**config.mk**
```make
export PLATFORM = sky130hd
export DESIGN_NAME = apb_req_arbiter
export DESIGN_NICKNAME = d
export VERILOG_FILES = /design/src/rtl/apb_req_arbiter.sv
export SDC_FILE = /design/constraint.sdc
export NUM_CORES = 1
export LEC_CHECK = 0
export CORE_AREA = 2 2 156 158
export CTS_CLUSTER_SIZE = 25
export DETAILED_ROUTE_END_ITERATION = 12
export DIE_AREA = 0 0 158 160
export HOLD_SLACK_MARGIN = 0.15
export SKIP_LAST_GASP = 1
export SYNTH_ARGS = -nofsm -noshare
export SYNTH_HDL_FRONTEND = slang
export SYNTH_SLANG_ARGS = --single-unit
```
**constraint.sdc**
```tcl
create_clock -name PCLK -period 6.9 [get_ports PCLK]
set_input_delay 1.38 -clock PCLK [delete_from_list [all_inputs] [get_ports PCLK]]
set_output_delay 1.38 -clock PCLK [all_outputs]
set_load 0.005 [all_outputs]
```
**src/rtl/apb_req_arbiter.sv**
```systemverilog
// ----------------------------------------------------------------------------
// apb_req_arbiter
// Shares one APB bus among NREQ local requesters. Commands are accepted
// round-robin through a valid/ready handshake, executed as a fixed
// SETUP/ACCESS transfer (no wait states, no error response) and completed
// with a one-cycle done pulse plus read data.
//
// Ports
//   PCLK, PRST          clock, asynchronous active-high reset
//   req_valid/req_write per-requester command present / direction
//   req_addr/req_wdata  per-requester address and write data, packed i*W +: W
//   req_ready           one-hot combinational acceptance
//   rsp_done            one-hot registered completion pulse
//   rsp_rdata           data of the most recently completed read
//   PSEL..PWDATA,PRDATA APB master signals
//   busy                transfer in progress (SETUP or ACCESS)
// ----------------------------------------------------------------------------
module apb_req_arbiter #(
    parameter int NREQ = 4,
    parameter int AW   = 32,
    parameter int DW   = 32
) (
    input  logic              PCLK,
    input  logic              PRST,
    input  logic [NREQ-1:0]   req_valid,
    input  logic [NREQ-1:0]   req_write,
    input  logic [NREQ*AW-1:0] req_addr,
    input  logic [NREQ*DW-1:0] req_wdata,
    output logic [NREQ-1:0]   req_ready,
    output logic [NREQ-1:0]   rsp_done,
    output logic [DW-1:0]     rsp_rdata,
    output logic              PSEL,
    output logic              PENABLE,
    output logic              PWRITE,
    output logic [AW-1:0]     PADDR,
    output logic [DW-1:0]     PWDATA,
    input  logic [DW-1:0]     PRDATA,
    output logic              busy
);

    // state  | meaning
    // IDLE   | bus quiet, arbitrating
    // SETUP  | first APB phase, PSEL only
    // ACCESS | second APB phase, completes at its closing edge, arbitrating

    localparam int IDW  = $clog2(NREQ);
    localparam int IDW1 = IDW + 1;

    typedef enum logic [1:0] {
        ST_IDLE   = 2'd0,
        ST_SETUP  = 2'd1,
        ST_ACCESS = 2'd2
    } state_t;

    state_t         state;
    state_t         state_nxt;
    logic [IDW-1:0] last_id;
    logic [IDW-1:0] cur_id;
    logic [IDW-1:0] win_id;
    logic           win_found;
    logic           accept;
    logic [IDW:0]   cand_sum;
    logic [IDW-1:0] cand;

    // Round-robin search starting just after the last winner; the extra sum
    // bit lets the wrap work for NREQ values that are not a power of two.
    always_comb begin
        win_found = 1'b0;
        win_id    = '0;
        cand_sum  = '0;
        cand      = '0;
        for (int k = 1; k <= NREQ; k++) begin
            cand_sum = {1'b0, last_id} + IDW1'(k);
            if (cand_sum >= IDW1'(NREQ))
                cand_sum = cand_sum - IDW1'(NREQ);
            cand = cand_sum[IDW-1:0];
            if (!win_found && req_valid[cand]) begin
                win_found = 1'b1;
                win_id    = cand;
            end
        end
    end

    assign accept    = win_found && (state == ST_IDLE || state == ST_ACCESS);
    assign req_ready = accept ? (NREQ'(1) << win_id) : '0;

    always_comb begin
        state_nxt = state;
        PSEL      = 1'b0;
        PENABLE   = 1'b0;
        busy      = 1'b0;
        case (state)
            ST_IDLE: begin
                if (win_found)
                    state_nxt = ST_SETUP;
            end
            ST_SETUP: begin
                PSEL      = 1'b1;
                busy      = 1'b1;
                state_nxt = ST_ACCESS;
            end
            ST_ACCESS: begin
                PSEL      = 1'b1;
                PENABLE   = 1'b1;
                busy      = 1'b1;
                state_nxt = win_found ? ST_SETUP : ST_IDLE;
            end
            default: state_nxt = ST_IDLE;
        endcase
    end

    always_ff @(posedge PCLK or posedge PRST) begin
        if (PRST) begin
            state     <= ST_IDLE;
            last_id   <= IDW'(NREQ - 1);
            cur_id    <= '0;
            PWRITE    <= 1'b0;
            PADDR     <= '0;
            PWDATA    <= '0;
            rsp_done  <= '0;
            rsp_rdata <= '0;
        end else begin
            state    <= state_nxt;
            rsp_done <= '0;
            // Completion uses the old PWRITE/cur_id even when a new command
            // is accepted on this same edge.
            if (state == ST_ACCESS) begin
                rsp_done <= NREQ'(1) << cur_id;
                if (!PWRITE)
                    rsp_rdata <= PRDATA;
            end
            if (accept) begin
                cur_id  <= win_id;
                last_id <= win_id;
                PWRITE  <= req_write[win_id];
                PADDR   <= req_addr[win_id*AW +: AW];
                PWDATA  <= req_wdata[win_id*DW +: DW];
            end
        end
    end

endmodule

```
==> flow_summary_export.csv, run 1 <==
group,metric,value,unit
clock_network,cts_tree,"built",
layout,antennaDiodeCount,0,
global_route,grt_max_degree,67,
power,leakage,4.148,nW
global_route,antenna_found_initial,0,
synthesis,synth-edff-count,0,
global_route,met1_usage,0.2032,
clock_network,cts_setup_buffers,0,
synthesis,yosysUniqueCellTypes,37,
floorplan,core.rowCount,57,
global_route,grt_pass1_wl,34710,um
placed_design,io_buffers,405,
synthesis,ys_ff_latch,107,
synthesis,yosysMostFrequentCell,"dfrtp_1",
clock_network,htreeDepth,3,
clock_network,clk_pin_slew,80,ps
route,avgRoutedWirePerCell,18.70,um
timing,setup_viol,0,
route,via_count,5968,
layout,areaGrowthSynthToFinish,79.04,%
synthesis,ys_top_cells_by_count,"dfrtp_1, nor2_1, mux2_2",
route,drt_iter0_markers,272,
floorplan,die_area,25280,um2
critical_path,worstPathArrival,3840,ps
floorplan,io_pins,406,
route,wirelength,23490,um
synthesis,syn_area,5813,um2
global_route,grt_use_total,0.1795,
global_route,grtUsageMet3,0.05265,
layout,drive_gt1_frac,0.1127,
status,status,"complete, no violations",
synthesis,ys_top_cells_by_area,"dfrtp_1, mux2_2, a221oi_1",
synthesis,async_flop_share,1.000,
layout,utilization,0.4369,
timing,finClkSkew,12.79,ps
timing,slew_viol_final,0,
timing,slew-limit-headroom,0.2740,
clock_network,clock_sinks,107,
route,routed_via_density,4.752,
synthesis,yosys_warnings,0,
timing,hold_violations,0,
critical_path,critPathCaptureType,"output pin",
global_route,top_usage_layer,"met2",
timing,layout_min_cycle_time,5225,ps
clock_network,cts.path.max_buffers,2,
synthesis,synth_area_leader_cell,"dfrtp_1",
timing,tightest_slew,1089,ps
critical_path,crit_fanout,30,
global_route,grt_pass1_vias,6082,
synthesis,synth_seq_area_share,0.4610,
clock_network,worstSkewPairLatency,350,ps
floorplan,die_w,158,um
placed_design,gp_congestion,0.8171,
power,power-per-cell-area,386.8,nW/um2
synthesis,synth-main-ff-cell,"dfrtp_1",
global_route,grtUsageMet2,0.3227,
placed_design,dp_hpwl,17380,um
synthesis,synth_fp_nets,859,
synthesis,synth_top_area_share,0.4520,
flow_run,drv_cap,0,
layout,fillers,2363,
timing,period_share,0.7572,
clock_network,ctsHoldBuffers,0,
route,detail-route-antenna-nets,0,
floorplan,die_h,160,um
timing,finalSetupTns,0,ps
clock_network,clockRootBuffer,"clkbuf_16",
timing,fmax,191.4,MHz
global_route,overflow,0,
timing,grt_setup_unrepaired,"false",
synthesis,syn-instance-count,557,
critical_path,worstSetupPathType,"in -> out",
clock_network,cts_made_buffers,9,
critical_path,critPathLaunchType,"primary input",
floorplan,initial_utilization,0.2440,
layout,nets,1229,
clock_network,ctsResizeCount,0,
power,peakVddDrop,188.7,uV
worst_hold_path,min_path_type,"reg -> reg",
route,remaining_drc_errors,0,
timing,hold_slack,499.4,ps
route,drt-pass1-iter-count,4,
synthesis,avgSynthCellArea,10.44,um2
floorplan,core_area,23820,um2
critical_path,cp_data_required_time,5520,ps
==> registers in the layout, summed over array words and instances, names as in the netlist <==
register	flops
rsp_done	4
cur_id	2
PADDR	32
PWRITE	1
last_id	2
PWDATA	32
rsp_rdata	32
state	2
==> final timing paths <==
kind                              start             to  slack [ps]  depth (start not counted)
max                        req_valid[3]   req_ready[2]        1680                          5
min reg2reg                   cur_id[0]    rsp_done[0]         500                          1
min in group asynchronous          PRST  rsp_rdata[24]        1420                          2
max in group asynchronous          PRST  rsp_rdata[31]        4160                          3
max reg2reg                  last_id[1]     PWDATA[26]        3980                          6
min                           cur_id[0]    rsp_done[0]         500                          1
==> layer usage <==
metal,vias to the layer above,wire length (um)
met3,25,2245
met5,-,0
li1,2807,-
met4,0,501
met1,2848,8890
met2,288,11850
==> worst max-delay path, cell delays in order <==
cell	delay, ps
clkdlybuf4s50_1	650
and3b_1	230
a2111o_2	760
nor3_1	280
clkdlybuf4s50_1	540
==> layout make-up <==
class | count | area (um2) | area share
tap | 324 | 405.4 | 0.03895
clock buffer | 9 | 225.2 | 0.02164
multi-input combinational | 390 | 2898 | 0.2784
inverter | 8 | 32.53 | 0.003126
sequential | 107 | 2680 | 0.2575
clock inverter | 7 | 67.56 | 0.006492
timing repair buffer | 411 | 4099 | 0.3938
==> power breakdown <==
part           switching, mW  internal (mW)
Combinational           1.05           1.30
Clock                  0.269          0.256
Sequential             0.189          0.959
Total                   1.51           2.52
==> placed cells by master (no fill, tap or decap), types with 2 or more instances in the layout <==
| cell | instances |
|---|---|
| clkdlybuf4s50_1 | 405 |
| dfrtp_1 | 105 |
| nor2_1 | 74 |
| mux2_2 | 73 |
| nand2_1 | 46 |
| a21oi_1 | 46 |
| a221oi_1 | 41 |
| mux2i_1 | 25 |
| a221o_1 | 24 |
| o22a_1 | 24 |
| clkbuf_16 | 9 |
| inv_1 | 7 |
| buf_4 | 6 |
| o22ai_1 | 4 |
| ha_1 | 4 |
| inv_6 | 4 |
| o21ai_0 | 3 |
| nand2b_1 | 2 |
| and3b_1 | 2 |
| nor3b_1 | 2 |
| nor3_1 | 2 |
| a21o_1 | 2 |
| dfstp_2 | 2 |
==> kinds of logic (layout without fill, tap and decap cells) <==
| family | count (synthesis) | after routing | synth area share |
|---|---|---|---|
| AOI/OAI and AO/OA | 155 | 155 | 0.2045 |
| muxes | 98 | 98 | 0.1845 |
| and+or+nand+nor | 133 | 133 | 0.09212 |
| adders and majority gates | 4 | 4 | 0.008610 |
| DFF | 107 | 107 | 0.4610 |
| buffers and inverters | 60 | 435 | 0.04929 |
==> per-stage QoR <==
step                      setup slack (ps)  instance area [um2]  power, mW  instances
after floorplan                       2706                 5813      2.371        557
after global placement                1685                10110      3.534       1240
after global routing                  1569                10410      4.328       1256
final                                 1675                10410      4.026       1256
after detailed placement              1658                10110      3.552       1240
after CTS                             1659                10410      4.101       1256
No activity file was read; power rests on OpenSTA's default activity.
==> inputs of run 2 (changes only) <==
--- a/config.mk
+++ b/config.mk
@@ -5,10 +5,10 @@
 export SDC_FILE = /design/constraint.sdc
 export NUM_CORES = 1
 export LEC_CHECK = 0
-export CORE_AREA = 2 2 156 158
+export CORE_AREA = 2 2 160 162
 export CTS_CLUSTER_SIZE = 25
 export DETAILED_ROUTE_END_ITERATION = 12
-export DIE_AREA = 0 0 158 160
+export DIE_AREA = 0 0 162 164
 export HOLD_SLACK_MARGIN = 0.15
 export SKIP_LAST_GASP = 1
 export SYNTH_ARGS = -nofsm -noshare
==> constraint.sdc (replaced) <==
create_clock -name PCLK -period 4.65 [get_ports PCLK]
set_input_delay 0.93 -clock PCLK [delete_from_list [all_inputs] [get_ports PCLK]]
set_output_delay 0.93 -clock PCLK [all_outputs]
set_load 0.005 [all_outputs]
==> flow_summary_export.csv, run 2 (synthesized netlist as in run 1, its figures left out) <==
group,metric,value,unit
global_route,grt_use_total,0.1731,
route,routed_via_density,4.759,
critical_path,critPathCaptureType,"output pin",
route,via_count,6025,
route,remaining_drc_errors,0,
clock_network,cts_setup_buffers,0,
floorplan,die_w,162,um
power,switchingPower,2.269,mW
timing,period_share,0.8587,
layout,drive_gt1_frac,0.1165,
route,drt_iter0_markers,179,
clock_network,cts_tree,"built",
power,leakage,4.167,nW
timing,slew-limit-headroom,0.2759,
power,power.share.sequential,0.284,
power,power_frac_clock,0.128,
timing,finClkSkew,14.43,ps
critical_path,worstSetupPathType,"in -> out",
timing,hold_slack,481.4,ps
layout,antennaDiodeCount,0,
layout,layout_common_cells,"clkdlybuf4s50_1, dfrtp_1, nor2_1",
critical_path,rr_worst_depth,7,
critical_path,r2r_slack,1840,ps
worst_hold_path,min_path_type,"reg -> reg",
critical_path,timing.rr.end,"PADDR[21]",
critical_path,worstPathArrival,3060,ps
floorplan,core.rowCount,58,
power,p_sw_frac,0.3766,
clock_network,worstSkewPairLatency,350,ps
critical_path,critPathLaunchType,"primary input",
worst_hold_path,hold_path_depth,1,
layout,utilization,0.4212,
layout,nets,1233,
floorplan,die_h,164,um
layout,areaGrowthSynthToFinish,79.83,%
floorplan,io_pins,406,
critical_path,cp_data_required_time,3720,ps
global_route,antenna_found_initial,0,
placed_design,gp_congestion,0.7824,
clock_network,cts.path.max_buffers,2,
timing,slew_viol_final,0,
route,detail-route-antenna-nets,0,
route,drt-pass1-iter-count,4,
floorplan,die_area,26570,um2
layout,reg_top3,"PADDR x32, PWDATA x32, rsp_rdata x32",
clock_network,clock_sinks,107,
flow_run,drv_cap,0,
critical_path,crit_fanout,8,
power,peakVddDrop,302.4,uV
clock_network,clk_pin_slew,80,ps
timing,finalSetupTns,0,ps
clock_network,clockRootBuffer,"clkbuf_16",
worst_hold_path,hold_end,"rsp_done[0]",
floorplan,core_area,24820,um2
power,internal_power,3.757,mW
status,status,"complete, no violations",
clock_network,htreeDepth,3,
timing,fmax,250.4,MHz
timing,hold_violations,0,
power,power.share.combinational,0.588,
global_route,overflow,0,
layout,final_common_cell,"clkdlybuf4s50_1",
worst_hold_path,worstHoldStart,"cur_id[1]",
power,finalPower,6.026,mW
timing,tightest_slew,1086,ps
clock_network,ctsHoldBuffers,0,
timing,layout_min_cycle_time,3993,ps
route,avgRoutedWirePerCell,18.87,um
global_route,grt_pass1_vias,6147,
global_route,grt_pass1_wl,35090,um
placed_design,placed_cell_area,10170,um2
placed_design,io_buffers,405,
timing,setup_viol,0,
layout,final_area,10450,um2
route,wirelength,23890,um
clock_network,cts_made_buffers,9,
critical_path,r2r_start,"last_id[1]",
placed_design,dp_hpwl,17610,um
global_route,grt_max_degree,71,
floorplan,initial_utilization,0.2342,
timing,grt_setup_unrepaired,"false",
power,power-per-cell-area,576.5,nW/um2
clock_network,ctsResizeCount,0,
-- run 2: cell count changes in the layout (fill, tap and decap cells not counted), sizes merged --
cell	change
buf	+4
clkbuf	+1
clkinv	+1
inv	-2
-- run 2: worst max path at each step --
stage | cells past startpoint | startpoint | to | slack (ps)
final | 5 | req_valid[0] | req_ready[3] | 660
after global routing | 6 | req_valid[2] | req_ready[2] | 560
after CTS | 5 | req_valid[0] | req_ready[3] | 670
after detailed placement | 8 | req_valid[3] | PADDR[21] | 680
after global placement | 5 | req_valid[0] | req_ready[3] | 680
after floorplan | 1 | PRST | PADDR[0] | 910
-- run 2: stage by stage --
stage               setup slack (ps)  cells
floorplan                      906.1    557
global placement               681.7   1250
detailed placement             680.4   1250
CTS                            671.0   1266
global route                   562.5   1266
finish                         656.9   1266
-- run 2: area by class of cell --
type,instances,area [um2]
inverters,8,32.53
clock buffers,10,229.0
multi-input cells,390,2900
fillers,2494,14370
clock inverters,6,57.56
well taps,330,412.9
flip-flops and latches,107,2680
repair buffers,415,4141
-- run 2: power groups by stage --
stage               logic, mW  clock network [mW]  registers (mW)
floorplan                1.81                   0            1.71
global placement         3.57                   0            1.72
detailed placement       3.60                   0            1.73
CTS                      3.61               0.807            1.72
global route             3.85               0.840            1.78
finish                   3.54               0.774            1.71
-- run 2: metal layers --
layer / GRT usage / share of wire / up-vias
li1: - / - / 2814
met1: 0.2000 / 0.40 / 2901
met2: 0.3062 / 0.49 / 276
met3: 0.05025 / 0.083 / 34
met4: 0.05994 / 0.025 / 0
met5: 0 / 0 / -
-- run 2: critical path: stages --
cell             delay [ps]
clkdlybuf4s50_1         580
o211a_1                 290
a2111o_2                480
nor3_1                  230
clkdlybuf4s50_1         550
